$ cat config.mk
export PLATFORM = sky130hd
export DESIGN_NAME = spi_device_tx_sched
export DESIGN_NICKNAME = d
export VERILOG_FILES = /design/src/rtl/spi_device_pkg.sv /design/src/rtl/spi_tx_hold.sv /design/src/rtl/spi_device_tx_sched.sv
export SDC_FILE = /design/constraint.sdc
export NUM_CORES = 1
export LEC_CHECK = 0
export ABC_CLOCK_PERIOD_IN_PS = 3300
export BUFFER_PORTS_ARGS = -buffer_cell sky130_fd_sc_hd__buf_4
export CAP_MARGIN = 20
export CORE_MARGIN = 2
export CORE_UTILIZATION = 51
export DETAILED_ROUTE_END_ITERATION = 8
export PLACE_DENSITY = 0.92
export SYNTH_ARGS = -nofsm -noshare
export SYNTH_HDL_FRONTEND = slang
export SYNTH_SLANG_ARGS = --single-unit
$ cat constraint.sdc
create_clock -name sclk -period 3.3 [get_ports sclk]
set_input_delay 0.66 -clock sclk [delete_from_list [all_inputs] [get_ports sclk]]
set_output_delay 0.66 -clock sclk [all_outputs]
set_load 0.05 [all_outputs]
$ cat src/rtl/spi_device_pkg.sv
// Shared types and shifter target counts for the SPI device TX scheduler.
package spi_device_pkg;

  typedef enum logic [1:0] {
    ST_IDLE,
    ST_PREFETCH,
    ST_LOAD,
    ST_SHIFT
  } sched_state_e;

  localparam logic [7:0] SPI_TGT_SINGLE = 8'd31;
  localparam logic [7:0] SPI_TGT_QUAD   = 8'd7;

endpackage

$ cat src/rtl/spi_tx_hold.sv
// One-entry holding register between the word source and the shifter load port.
module spi_tx_hold #(
  parameter int unsigned DATA_W = 32
) (
  input  logic              sclk,
  input  logic              clr,
  input  logic              load,
  input  logic              take,
  input  logic [DATA_W-1:0] din,
  input  logic [DATA_W-1:0] bypass_data,
  output logic              full,
  output logic [DATA_W-1:0] dout
);

  logic [DATA_W-1:0] data_q;

  always_ff @(posedge sclk) begin
    if (clr) begin
      full   <= 1'b0;
      data_q <= '0;
    end else if (load) begin
      full   <= 1'b1;
      data_q <= din;
    end else if (take) begin
      full   <= 1'b0;
    end
  end

  // An empty hold passes the source word straight through.
  assign dout = full ? data_q : bypass_data;

endmodule

$ cat src/rtl/spi_device_tx_sched.sv
// Arbitrates register-read and FIFO-stream requesters onto the TX shifter and
// feeds one prefetched word per shifter word boundary.
module spi_device_tx_sched
  import spi_device_pkg::*;
#(
  parameter int unsigned       DATA_W   = 32,
  parameter int unsigned       LEN_W    = 8,
  parameter logic [DATA_W-1:0] PAD_WORD = '0
) (
  input  logic              sclk,
  input  logic              rst,
  input  logic              cs,
  input  logic              en_quad,
  input  logic              reg_req,
  input  logic [DATA_W-1:0] reg_rdata,
  output logic              reg_gnt,
  input  logic              stream_req,
  input  logic [LEN_W-1:0]  stream_len,
  output logic              stream_gnt,
  input  logic [DATA_W-1:0] stream_data,
  input  logic              stream_valid,
  output logic              stream_ready,
  output logic [DATA_W-1:0] tx_data,
  output logic              tx_data_valid,
  output logic [7:0]        tx_counter,
  output logic              tx_counter_upd,
  output logic              tx_en_quad,
  input  logic              tx_done,
  output logic              busy,
  output logic              xfer_done,
  output logic              underflow
);

  sched_state_e      state;
  logic              src_stream;
  logic [LEN_W-1:0]  send_left;
  logic [LEN_W-1:0]  fetch_left;
  logic              active;
  logic              pop;
  logic              word_edge;
  logic              bypass;
  logic              hold_full;
  logic              hold_load;
  logic              hold_take;
  logic [DATA_W-1:0] hold_din;
  logic [DATA_W-1:0] hold_dout;

  always_comb begin
    active       = !rst && !cs;
    reg_gnt      = active && (state == ST_IDLE) && reg_req;
    stream_gnt   = active && (state == ST_IDLE) && !reg_req && stream_req;
    busy         = (state != ST_IDLE);
    stream_ready = 1'b0;
    if (active && state == ST_PREFETCH)
      stream_ready = 1'b1;
    else if (active && state == ST_SHIFT)
      stream_ready = src_stream && !hold_full && (fetch_left != '0);
    pop            = stream_ready && stream_valid;
    word_edge      = active && (state == ST_SHIFT) && tx_done && (send_left != '0);
    bypass         = word_edge && !hold_full && pop;
    tx_counter_upd = active && (state == ST_LOAD);
    tx_data_valid  = word_edge || tx_counter_upd;
    tx_data        = '0;
    if (tx_data_valid)
      tx_data = (hold_full || bypass) ? hold_dout : PAD_WORD;
    hold_load = reg_gnt || (pop && !bypass);
    hold_take = tx_data_valid && hold_full;
    hold_din  = reg_gnt ? reg_rdata : stream_data;
  end

  spi_tx_hold #(.DATA_W(DATA_W)) u_hold (
    .sclk        (sclk),
    .clr         (rst || cs),
    .load        (hold_load),
    .take        (hold_take),
    .din         (hold_din),
    .bypass_data (stream_data),
    .full        (hold_full),
    .dout        (hold_dout)
  );

  always_ff @(posedge sclk) begin
    if (rst) begin
      state      <= ST_IDLE;
      src_stream <= 1'b0;
      send_left  <= '0;
      fetch_left <= '0;
      tx_counter <= '0;
      tx_en_quad <= 1'b0;
      xfer_done  <= 1'b0;
      underflow  <= 1'b0;
    end else begin
      xfer_done <= 1'b0;
      if (cs) begin
        state <= ST_IDLE;
      end else begin
        case (state)
          ST_IDLE: begin
            if (reg_gnt || stream_gnt) begin
              tx_en_quad <= en_quad;
              tx_counter <= en_quad ? SPI_TGT_QUAD : SPI_TGT_SINGLE;
              underflow  <= 1'b0;
              src_stream <= stream_gnt;
              send_left  <= stream_gnt ? stream_len : '0;
              fetch_left <= stream_gnt ? stream_len : '0;
              state      <= reg_gnt ? ST_LOAD : ST_PREFETCH;
            end
          end
          ST_PREFETCH: if (pop) state <= ST_LOAD;
          ST_LOAD:     state <= ST_SHIFT;
          ST_SHIFT: begin
            if (pop)
              fetch_left <= fetch_left - 1'b1;
            if (tx_done) begin
              if (send_left == '0) begin
                xfer_done <= 1'b1;
                state     <= ST_IDLE;
              end else begin
                send_left <= send_left - 1'b1;
                // A padded slot still consumes one fetch so later words keep their positions.
                if (!hold_full && !bypass) begin
                  underflow <= 1'b1;
                  if (fetch_left != '0) fetch_left <= fetch_left - 1'b1;
                end
              end
            end
          end
          default: state <= ST_IDLE;
        endcase
      end
    end
  end

endmodule

After elaboration in Yosys (flattened, before gate mapping):

Index checks and enable logic that the tools add are counted.

* equality and inequality tests: 9
* add/sub/neg operators: 2
* multiplexer cells: 32
* reduce and logical (&&, ||, !) cells: 42
* bitwise logic cells: 3

Operator list (count)
* $mux 32: 4
* $mux 8: 9
* $pmux 8 s2: 2
* $logic_and 1x1->1: 18
* $reduce_bool 8->1: 2
* $sub 8x1->8 const B: 2
* $mux 2: 5
* $mux 1: 9
* $logic_not 8->1: 1
* $pmux 2 s4: 1
* $ne 2x1->1 const B: 3
* $ne 2x2->1 const B: 3
* $reduce_and 3->1: 2
* $reduce_and 6->1: 1
* $reduce_bool 2->1: 3
* $logic_not 1->1: 5
* $logic_or 1x1->1: 5
* $mux 5: 1
* $reduce_and 5->1: 1
* $eq 2x2->1 const B: 2
* $reduce_and 4->1: 1
* $reduce_or 4->1: 1
* $not 1->1: 3
* $eq 2x1->1 const B: 1
* 3 further kinds: 3

* input bits: 80
* output and inout port bits: 49
* word-level logic and storage cells: 98
* register bits: 63

Longest topological paths before layout:

Gate-level depths: netlist of the first run.

* depth in word-level cells: 13
* gate-level depth with buffers: 9
* depth with buffers taken out: 7

Modules after synthesis:

A second synthesis of the first run with hierarchy kept.

* cell total of the unflattened synthesis: 433
* area, all modules: 4142.7 sq um

Modules (own cells, without submodules)
* spi_device_tx_sched: area each 2422.3 sq um, cells an instance 289, seq. area each 480.5 sq um, instances 1
* spi_tx_hold: area each 1720.4 sq um, cells an instance 144, seq. area each 660.6 sq um, instances 1

Worst setup path before layout of the first run:

Ideal clock, no wire load.

* path kind: in2out
* from: input port cs
* to: output port stream_gnt
* path slack: -31 ps
* data required time: 2640 ps
* buffers on the path: 2
* arrival time: 2671 ps
* stages: 4
* cell sequence: clkbuf_1 -> or2_0 -> clkbuf_1 -> nor4_1

* cells in the longest elaborated chain, start to end: 5

RTL lines
* start, declared: RTL line spi_device_tx_sched.sv:12 `input logic cs,`
* $logic_not 1->1: RTL line spi_device_tx_sched.sv:49 `active = !rst && !cs;`
* $logic_and 1x1->1: RTL line spi_device_tx_sched.sv:49
* $logic_and 1x1->1 (3 in a row): RTL line spi_device_tx_sched.sv:51 `stream_gnt = active && (state == ST_IDLE) && !reg_req && stream_req;`
* end, declared: RTL line spi_device_tx_sched.sv:19 `output logic stream_gnt,`

Every way passes these cells.

Worst setup path in the final report of the first run:

* from: register send_left[1]
* to: output port tx_data[11]

* cells in the longest elaborated chain, start to end: 7
* elaborated cells on any way between the ends: 8
* classes of those cells: 2 x mux; 6 x reduce/logical

RTL lines
* start, declared: RTL line spi_device_tx_sched.sv:36 `logic [LEN_W-1:0] send_left;`
* start signal, assigned: RTL line spi_device_tx_sched.sv:104 `send_left <= stream_gnt ? stream_len : '0;`
* start signal, assigned: RTL line spi_device_tx_sched.sv:119 `send_left <= send_left - 1'b1;`
* $reduce_bool 8->1 (*): RTL line spi_device_tx_sched.sv:59 `word_edge = active && (state == ST_SHIFT) && tx_done && (send_left != '0);`
* $logic_and 1x1->1 (*): RTL line spi_device_tx_sched.sv:59
* $logic_and 1x1->1 (2 in a row): RTL line spi_device_tx_sched.sv:60 `bypass = word_edge && !hold_full && pop;`
* $logic_or 1x1->1: RTL line spi_device_tx_sched.sv:65 `tx_data = (hold_full || bypass) ? hold_dout : PAD_WORD;`
* $mux 32: RTL line spi_device_tx_sched.sv:65
* $mux 32 (*): RTL line spi_device_tx_sched.sv:64 `if (tx_data_valid)`
* end, declared: RTL line spi_device_tx_sched.sv:23 `output logic [DATA_W-1:0] tx_data,`

Mark *: on every way between the ends. The rest lies on a longest branch, timed or not.

==> summary.txt, run 1 <==
Cells and area
  • Final non-filler cell total: 662
  • Fin nets: about 650
  • Fillers: just over 500
  • Layout cell share with drive strength beyond 1: a little over a third
  • Area growth from synthesis to layout: 40.60%
  • Diodes inserted: 0
  • Final instance area: 5191 µm²
  • Core Util, Final: 72.74%

Place
  • DPL Wire Length: 7760 µm
  • Number of buffers added on ports: around 130
  • Post-placement cell area: about 4700 µm²
  • Placer Congestion: ~0.99
  • Placed insts: around 640

Flow run
  • MaxCap Viol Count: 0

Timing
  • Final Skew: 7.534 ps
  • Final setup violation count: 0
  • Setup TNS: 0 ps
  • Fmax: 305.8 MHz
  • Worst slew margin: a little over half
  • Slew Limit Fails: 0
  • RSZ-0062 raised after global routing: true
  • Final Hold Viols: 0
  • Fin crit period: between 3000 and 4000 ps
  • Worst Tran Pin Value: a little under 700 ps
  • Period utilization: just under 100%

Detailed routing
  • Drt total wl: around 12,000 µm
  • Via count: 3,936
  • Via-per-instance ratio: between 5 and 6
  • DRC errors left: 0
  • Starting DRT DRC Count: between 200 and 300
  • DR WL/cell: between 15 and 20 µm
  • DRT antenna net count: 0
  • DRT Pass-1 Iters: 5

Clocking
  • Hold buffers post-CTS: 0
  • Num CTS Buffers: 9
  • CTS Sinks: 57
  • Clock Tree Buf Depth: 2
  • H-tree levels: 3
  • Clock latency on the worst-skew pair: roughly 350 ps
  • Root Driver: clkbuf_8
  • CTS tree: yes
  • CTS clock-pin slew for the worst setup and hold paths: 70 ps

GRT
  • Largest net degree at the start of global routing: 36
  • Gr usage total: 26.74%
  • Vias in the first global route: ~3,600
  • GRT Residual Overflow: 0
  • First-pass GRT wire length: between 15,000 and 20,000 µm
  • Initial antenna violation count: 0

Worst setup path
  • Critical path launch point type: flip-flop
  • Max incr delay on CP: approximately 490 ps
  • CP max stage cell: or4b_4
  • Crit path kind: reg2out
  • Most frequent CP cell: buf_6
  • CP Capture Type: output pin
  • Req. time, crit path: between 2000 and 3000 ps
  • Worst Reg-to-Reg Cells: 8
  • RR Endpoint: fetch_left[0]
  • Critical path peak fanout: 8
  • R2R setup slack: 880 ps
  • Critical path cell sequence: inv_2 > ha_4 > or4b_4 > o211ai_1 > a21boi_1 > o21ai_2 > buf_6 > clkbuf_16 > nor2_2 > buf_6
  • R2R Path Start: send_left[1]
  • Arrival @ worst endpoint: approximately 2600 ps

Floorplanning
  • Starting density of the core: a little over 50%
  • Die width: 89.09 µm
  • Core Region: 7137 µm²
  • DIE HEIGHT: just under 90 µm
  • I/O Pins: between 100 and 150
  • Row count: 31
  • Die area: 7936 µm²

Synth
  • Primary FF master, synth: dfxtp_1
  • Synth warnings: 0
  • Post-synth EDFFs: 0
  • Syn Inst Count: between 400 and 500
  • Synthesized area per cell: 8.469 µm²
  • Asr flop ratio synth: 0%
  • Register area share after synthesis: a little under a third
  • Post-synthesis cell area: between 3000 and 4000 µm²
  • Register bit count reported by yosys: 57
  • Synth cell types: 63

Power and ir drop
  • Pwr Density: roughly 350 nW/µm²
  • Pleak: 2.306 nW
  • Worst ir drop on vdd: 0.1818 mV
  • Final Power: roughly 1.8 mW

Min path
  • Min-delay src: u_hold.data_q[1]
  • Hold Crit Endpoint: u_hold.data_q[1]
  • Worst min-delay path category: reg2reg
  • Worst Hold Depth: 2

Outcome
  • Status: finished, final reports clean
through the flow:
step / hold WS, ps / setup WS (ps)
after global routing: 487.4 / -49.32
after detailed placement: 455.2 / 306.6
after CTS: 464.6 / 1.057
after global placement: 445.1 / 414.2
after floorplan: 438.1 / 96.02
final: 462.9 / 29.88
area by class of cell:
| class | count | area (µm²) | share of cell area, % |
|---|---|---|---|
| clock buffer | 12 | 155.1 | 2.989 |
| clock inverter | 3 | 40.04 | 0.7713 |
| inverter | 17 | 63.81 | 1.229 |
| multi-input combinational | 326 | 2385 | 45.94 |
| sequential | 57 | 1147 | 22.10 |
| tap | 99 | 123.9 | 2.386 |
| timing repair buffer | 148 | 1276 | 24.58 |
critical path: cells and delay by family (launching register included):
kind	cells	cell delay, ps
and+or+nand+nor	2	550
AOI/OAI and AO/OA	3	670
adders and majority gates	1	140
buffers and inverters	4	570
DFF	1	340
layer usage:
layer | track usage (%) | share of wire [%] | vias to the layer above | wire (µm)
met5 | 0 | 0 | - | 0
met4 | 11.53 | 2.7 | 0 | 314
met3 | 6.094 | 8.2 | 33 | 962
met2 | 47.21 | 51 | 221 | 5978
met1 | 30.87 | 38 | 1883 | 4472
li1 | - | - | 1799 | -
sequential cells by signal, indices dropped and copies added, names as in the netlist:
register,cells
u_hold.full,1
tx_en_quad,1
underflow,1
tx_counter,2
fetch_left,8
state,2
u_hold.data_q,32
src_stream,1
send_left,8
xfer_done,1
where the power goes:
group	internal [mW]	total (mW)	switching, mW
combinational	0.193	0.416	0.223
sequential	0.722	0.749	0.0273
clock	0.383	0.659	0.276
Yosys cell counts, types with 2 or more instances:
cell type / instances / area share [%]
a2111o_1: 2 / 0.61
a211o_1: 2 / 0.47
a211oi_1: 5 / 1.0
a21bo_2: 2 / 0.54
a21oi_1: 14 / 1.9
a221oi_1: 3 / 0.71
a22oi_1: 2 / 0.41
a311oi_1: 2 / 0.47
a31oi_1: 2 / 0.34
a32oi_1: 2 / 0.47
and3_1: 2 / 0.34
buf_2: 7 / 0.95
buf_4: 8 / 1.6
clkbuf_1: 21 / 2.1
dfxtp_1: 57 / 31
ha_1: 7 / 2.4
inv_1: 17 / 1.7
mux2i_1: 99 / 27
nand2_1: 47 / 4.8
nand2b_1: 3 / 0.51
nand3_1: 7 / 0.95
nand4_1: 2 / 0.34
nor2_1: 53 / 5.4
nor3_1: 7 / 0.95
nor4_1: 4 / 0.68
o211ai_1: 3 / 0.61
o21ai_0: 7 / 0.95
o311ai_0: 2 / 0.47
o31ai_1: 5 / 1.0
or2_2: 5 / 0.85
or3_1: 4 / 0.68
or4_1: 2 / 0.41
worst max-delay path by stage:
stage | start | endpoint | slack, ps
after global placement | cs | tx_data[29] | 410
after floorplan | rst | tx_data[10] | 100
final | send_left[1] | tx_data[11] | 30
after detailed placement | send_left[0] | tx_data[7] | 310
after CTS | send_left[0] | tx_data[7] | 1
after global routing | send_left[1] | tx_data[11] | -50
kinds of logic (layout without fill, tap and decap cells):
family | Yosys count | count (layout) | share of synthesized area [%]
flops | 57 | 57 | 30.90
other cells | 1 | 3 | 0.1016
mux | 99 | 99 | 26.84
simple gates | 144 | 144 | 17.82
compound gates | 73 | 73 | 15.11
buf+inv | 55 | 180 | 6.845
fa+ha+maj | 7 | 7 | 2.372
placed cells by master, fill, tap and decap left out, types with 3 or more instances in the layout:
cell type	instances
a211oi_1	5
a21oi_1	13
a221oi_1	3
buf_4	118
buf_6	24
clkbuf_8	11
conb_1	3
dfxtp_1	52
dfxtp_2	5
ha_1	5
inv_1	15
mux2i_1	99
nand2_1	47
nand2b_1	3
nand3_1	7
nor2_1	42
nor2_2	9
nor3_1	7
nor4_1	3
o211ai_1	3
o21ai_0	7
o31ai_1	5
or2_2	5
or3_1	4
what timing repair did:
action / 4_1_cts / 5_1_grt
buffers inserted: 0 / 8
setup endpoints to repair: 32 / 32
cloned: 0 / 3
pin swaps: 0 / 6
gates resized for setup: 1 / 50
No activity file was read; power rests on OpenSTA's default activity.
==> inputs of run 2 (changes only) <==
- CELL_PAD_IN_SITES_DETAIL_PLACEMENT: default -> 0
- CELL_PAD_IN_SITES_GLOBAL_PLACEMENT: default -> 1
- CORE_UTILIZATION: 51 -> 37
- PLACE_DENSITY: 0.92 -> 0.93
==> run 2 against run 1 <==
Against the previous run: die area grew 36%; count of clock-buffer cells in the layout shrank 1; via count shrank 6.7%; routed wire length shrank 5.6%; sequential share of layout area shrank 0.25 points; critical path depth grew 1; global-route usage shrank 7.4 points; first-iteration DRC count shrank 45%; critical endpoint is now tx_data[12]; largest cell class unchanged; largest power group unchanged.
==> summary.txt, run 2 (synthesis results as in run 1) <==
Worst setup path
  • Buf+Inv Stages, Crit Path: 5
  • R2R Path Start: send_left[1]
  • CP max stage cell: a2111o_1
  • Setup crit start: fetch_left[0]
  • Critical path peak fanout: 6
  • R2R setup slack: 880 ps
  • Worst Reg-to-Reg Cells: 8
  • RR Endpoint: fetch_left[0]
  • CP Capture Type: output pin
  • CP delay by family, top: buffers and inverters
  • Critical path launch point type: flip-flop
  • Arrival @ worst endpoint: roughly 2600 ps
  • CP endpoint: tx_data[12]
  • Req. time, crit path: between 2000 and 3000 ps
  • Stages on the worst setup path: 11
  • Max incr delay on CP: about 400 ps
  • Critical path cell sequence: inv_1 > ha_2 > nor4b_1 > buf_4 > a2111o_1 > a21oi_2 > o21ai_4 > buf_12 > clkbuf_16 > nor2_2 > buf_6
  • Crit path kind: reg2out

Timing
  • Final setup violation count: 0
  • Slew Limit Fails: 0
  • Period utilization: just under 100%
  • Fin crit period: approximately 3200 ps
  • Worst slew margin: between 50% and 60%
  • Worst Tran Pin Value: between 600 and 700 ps
  • Final worst setup slack: 71.73 ps
  • Setup TNS: 0 ps
  • Final Skew: between 10 and 15 ps
  • Final Hold Viols: 0
  • Fmax: 309.8 MHz

Detailed routing
  • Top Layer Used: met4
  • DRC errors left: 0
  • Starting DRT DRC Count: about 140
  • Via count: 3,673
  • Via-per-instance ratio: approximately 5.3
  • DRT Pass-1 Iters: 4
  • Metal1 wirelength: 4664 µm
  • Met2 WL: between 5000 and 6000 µm
  • Metal3 WL: roughly 740 µm
  • DRT antenna net count: 0
  • DR WL/cell: 16.02 µm
  • Drt total wl: 11,070 µm

Clocking
  • Clock latency on the worst-skew pair: between 300 and 400 ps
  • CTS Sinks: 57
  • Clock Tree Buf Depth: 2
  • Hold buffers post-CTS: 0
  • CTS tree: yes
  • CTS clock-pin slew for the worst setup and hold paths: about 70 ps
  • Num CTS Buffers: 9
  • Root Driver: clkbuf_8
  • H-tree levels: 3

Cells and area
  • Layout cell share with drive strength beyond 1: a little under two fifths
  • Commonest non-fill, non-tap cells in the layout: 111 x buf_4, 99 x mux2i_1, 52 x dfxtp_1
  • Diodes inserted: 0
  • Top flop regs: u_hold.data_q x32, fetch_left x8, send_left x8
  • Commonest non-fill, non-tap cell in the layout: buf_4
  • Fin nets: 642
  • Max FFs per register: 32
  • Fillers: between 800 and 900
  • Area growth from synthesis to layout: 42.53%
  • Reg with most FFs: u_hold.data_q

Floorplanning
  • I/O Pins: roughly 130
  • Die width: around 100 µm
  • Core Region: around 10000 µm²
  • DIE HEIGHT: about 100 µm
  • Die area: 10,790 µm²
  • Row count: 36
  • Starting density of the core: 37.95%

GRT
  • First-pass GRT wire length: ~17,000 µm
  • Vias in the first global route: around 3,500
  • Largest net degree at the start of global routing: 36
  • Gr usage total: between 10% and 20%
  • Initial antenna violation count: 0
  • GRT Residual Overflow: 0

Outcome
  • Status: finished, final reports clean

Place
  • DP Worst Slack: ~370 ps
  • DPL Wire Length: 7908 µm
  • Number of buffers added on ports: about 130
  • Placer Congestion: roughly 0.88

Power and ir drop
  • Worst ir drop on vdd: between 0.15 and 0.2 mV
  • Pwr Density: between 300 and 400 nW/µm²
  • Pleak: ~2.3 nW

Flow run
  • MaxCap Viol Count: 0

Min path
  • Worst min-delay path category: reg2reg
[run 2: timing repair]
action,CTS,global route
setup buffers,0,2
resized for setup,0,62
endpoints found under the setup margin,0,32
[run 2: worst min-delay path by stage]
stage                            from           endpoint  slack [ps]  depth (start not counted)
floorplan           u_hold.data_q[10]  u_hold.data_q[10]         440                          2
global placement    u_hold.data_q[15]  u_hold.data_q[15]         450                          2
detailed placement  u_hold.data_q[15]  u_hold.data_q[15]         450                          2
CTS                 u_hold.data_q[15]  u_hold.data_q[15]         470                          2
global route        u_hold.data_q[26]  u_hold.data_q[26]         490                          2
finish              u_hold.data_q[15]  u_hold.data_q[15]         460                          2
[run 2: routing by layer]
layer | vias to the layer above | track usage (%)
li1 | 1786 | -
met2 | 144 | 31.91
met5 | - | 0
met1 | 1726 | 25.07
met3 | 17 | 4.637
met4 | 0 | 6.081
[run 2: report_power, final]
part	internal (mW)	switching [mW]	total [mW]
clock network	0.457	0.273	0.730
logic	0.182	0.213	0.395
registers	0.721	0.0269	0.748
[run 2: metrics by stage]
stage	hold WS [ps]	util [%]	cells	power (mW)	cell area, µm²
final	463.5	54.09	691	1.873	5263
after global routing	493.5	54.09	691	1.964	5263
after floorplan	438.1	-	438	1.001	3706
after global placement	445.9	49.01	672	1.137	4768
after CTS	465.6	51.23	686	1.878	4985
after detailed placement	453.3	49.01	672	1.146	4768
[run 2: cell type report]
cell class	instances	area [µm²]	share of cell area [%]
multi-input cells	326	2404	45.67
repair buffers	144	1262	23.99
flip-flops and latches	57	1150	21.85
well taps	133	166.4	3.162
clock buffers	11	151.4	2.877
clock inverters	3	65.06	1.236
inverters	17	63.81	1.213
[run 2: worst min-delay path, cell delays in order (launching register included)]
cell,delay [ps]
dfxtp_1,310
nand2_1,50
mux2i_1,60
==> inputs of run 3 (changes only) <==
==> constraint.sdc (replaced) <==
create_clock -name sclk -period 3.3 [get_ports sclk]
set_input_delay 0.165 -clock sclk [delete_from_list [all_inputs] [get_ports sclk]]
set_output_delay 0.165 -clock sclk [all_outputs]
set_load 0.05 [all_outputs]
==> run 3 against run 2 <==
Against the previous run: die area is the same; core utilization shrank 3.8 points; power shrank 5.0%; flip-flop and latch count is the same; fmax grew 10%; hold slack lost 410 ps; cell count shrank 1.2%; global-route usage shrank 0.35 points; non-clock buffer count shrank 10; cell area shrank 7.0%; worst setup slack gained 300 ps; critical path type unchanged.
==> summary.txt, run 3 (synthesis results as in run 1) <==
GRT
  • GRT Residual Overflow: 0
  • First-pass GRT wire length: roughly 17,000 µm
  • Initial antenna violation count: 0
  • Vias in the first global route: approximately 3,500
  • Largest net degree at the start of global routing: 39
  • Gr usage total: about a fifth

Worst setup path
  • Critical path launch point type: flip-flop
  • R2R setup slack: 670 ps
  • Req. time, crit path: around 3100 ps
  • CP delay by family, top: compound AO/OA/AOI/OAI gates
  • Critical path peak fanout: 32
  • Arrival @ worst endpoint: between 2000 and 3000 ps
  • Crit path kind: reg2out
  • Worst Reg-to-Reg Cells: 6
  • Most frequent CP cell: buf_4
  • Max incr delay on CP: roughly 460 ps
  • Critical path cell sequence: ha_1 > nand4bb_1 > a2111o_1 > a21oi_1 > o21ai_2 > buf_4 > nor2_1 > buf_4
  • RR Endpoint: fetch_left[7]
  • R2R Path Start: state[0]
  • CP Capture Type: output pin
  • Buf+Inv Stages, Crit Path: 2
  • CP max stage cell: a2111o_1

Power and ir drop
  • Pwr Density: 363.6 nW/µm²
  • Pleak: ~2.2 nW
  • Worst ir drop on vdd: around 0.21 mV
  • Final Power: 1.779 mW

Place
  • Number of buffers added on ports: 125
  • DPL Wire Length: approximately 7700 µm
  • Placer Congestion: a little over 0.9
  • Placed insts: 666

Timing
  • Final Skew: 10.29 ps
  • Fin crit period: approximately 3000 ps
  • Final Hold Viols: 0
  • Worst Tran Pin Value: 668.6 ps
  • Worst slew margin: between 50% and 60%
  • Period utilization: about nine tenths
  • Fmax: around 340 MHz
  • Slew Limit Fails: 0
  • RSZ-0062 raised after global routing: false
  • Setup TNS: 0 ps
  • Final setup violation count: 0

Clocking
  • CTS clock-pin slew for the worst setup and hold paths: approximately 70 ps
  • Num CTS Buffers: 9
  • Clock Tree Buf Depth: 2
  • CTS tree: yes
  • Postcts setup bufs: 0
  • Clock latency on the worst-skew pair: 340 ps
  • CTS Sinks: between 50 and 60
  • Root Driver: clkbuf_8
  • Hold buffers post-CTS: 0
  • H-tree levels: 3
  • CTS resizes: 0

Floorplanning
  • DIE HEIGHT: 103.9 µm
  • Row count: 36
  • I/O Pins: ~130
  • Die area: between 10,000 and 15,000 µm²
  • Starting density of the core: a little under two fifths
  • Die width: around 100 µm
  • Core Region: about 10000 µm²

Min path
  • Min-delay src: reg_req
  • Worst min-delay path category: in2reg
  • Worst Hold Depth: 2
  • Hold Crit Endpoint: src_stream

Cells and area
  • Commonest non-fill, non-tap cells in the layout: 133 x buf_4, 99 x mux2i_1, 56 x dfxtp_1
  • Register area: 1142 µm²
  • Max FFs per register: 32
  • Core Util, Final: between 50 and 60%
  • Layout cell share with drive strength beyond 1: a little under a third
  • Area growth from synthesis to layout: 32.50%
  • Fillers: around 940
  • Commonest non-fill, non-tap cell in the layout: buf_4
  • Reg with most FFs: u_hold.data_q
  • Fin nets: about 630
  • Multi-input gate area: roughly 2300 µm²
  • Final non-filler cell total: ~680
  • Top flop regs: u_hold.data_q x32, fetch_left x8, send_left x8
  • Diodes inserted: 0

Detailed routing
  • Drt total wl: 10,250 µm
  • DRT Pass-1 Iters: 5
  • Starting DRT DRC Count: about 180
  • Via-per-instance ratio: ~5.3
  • Via count: 3,598
  • DRC errors left: 0
  • DR WL/cell: approximately 15 µm
  • DRT antenna net count: 0

Flow run
  • MaxCap Viol Count: 0

Outcome
  • Status: finished, final reports clean
[run 3: area by class of cell]
cell class                      instances  area share [%]
Multi-Input combinational cell        326           47.44
Sequential cell                        57           23.35
Timing Repair Buffer                  134           20.51
Tap cell                              133           3.402
Clock buffer                           10           2.609
Clock inverter                          6           1.381
Inverter                               17           1.304
[run 3: worst max-delay path by stage]
stage	cells past startpoint	slack, ps	end	start
floorplan	4	660	stream_gnt	state[0]
global placement	9	780	tx_data[7]	send_left[0]
detailed placement	6	710	fetch_left[7]	state[0]
CTS	9	390	tx_data[8]	send_left[0]
global route	8	210	tx_data[2]	state[1]
finish	8	370	tx_data[2]	state[0]
[run 3: per-stage QoR]
stage | instance area [µm²] | setup slack (ps) | hold slack, ps
floorplan | 3700 | 657.3 | 261.6
global placement | 4692 | 784.7 | 395.8
detailed placement | 4692 | 707.5 | 397.3
CTS | 4887 | 387.3 | 30.58
global route | 4892 | 211.0 | 36.27
finish | 4892 | 368.9 | 50.87
[run 3: routing by layer]
layer  vias to the layer above  routed length [µm]  track usage [%]
li1                       1780                   -                -
met1                      1651                4477            23.78
met2                       146                4941            32.05
met3                        21                 602            3.822
met4                         0                 231            7.722
met5                         -                   0                0
[run 3: power by group]
group          leakage [nW]  switching, mW  internal (mW)
Clock                0.0929          0.305          0.351
Sequential            0.465         0.0249          0.721
Combinational          1.62          0.206          0.171
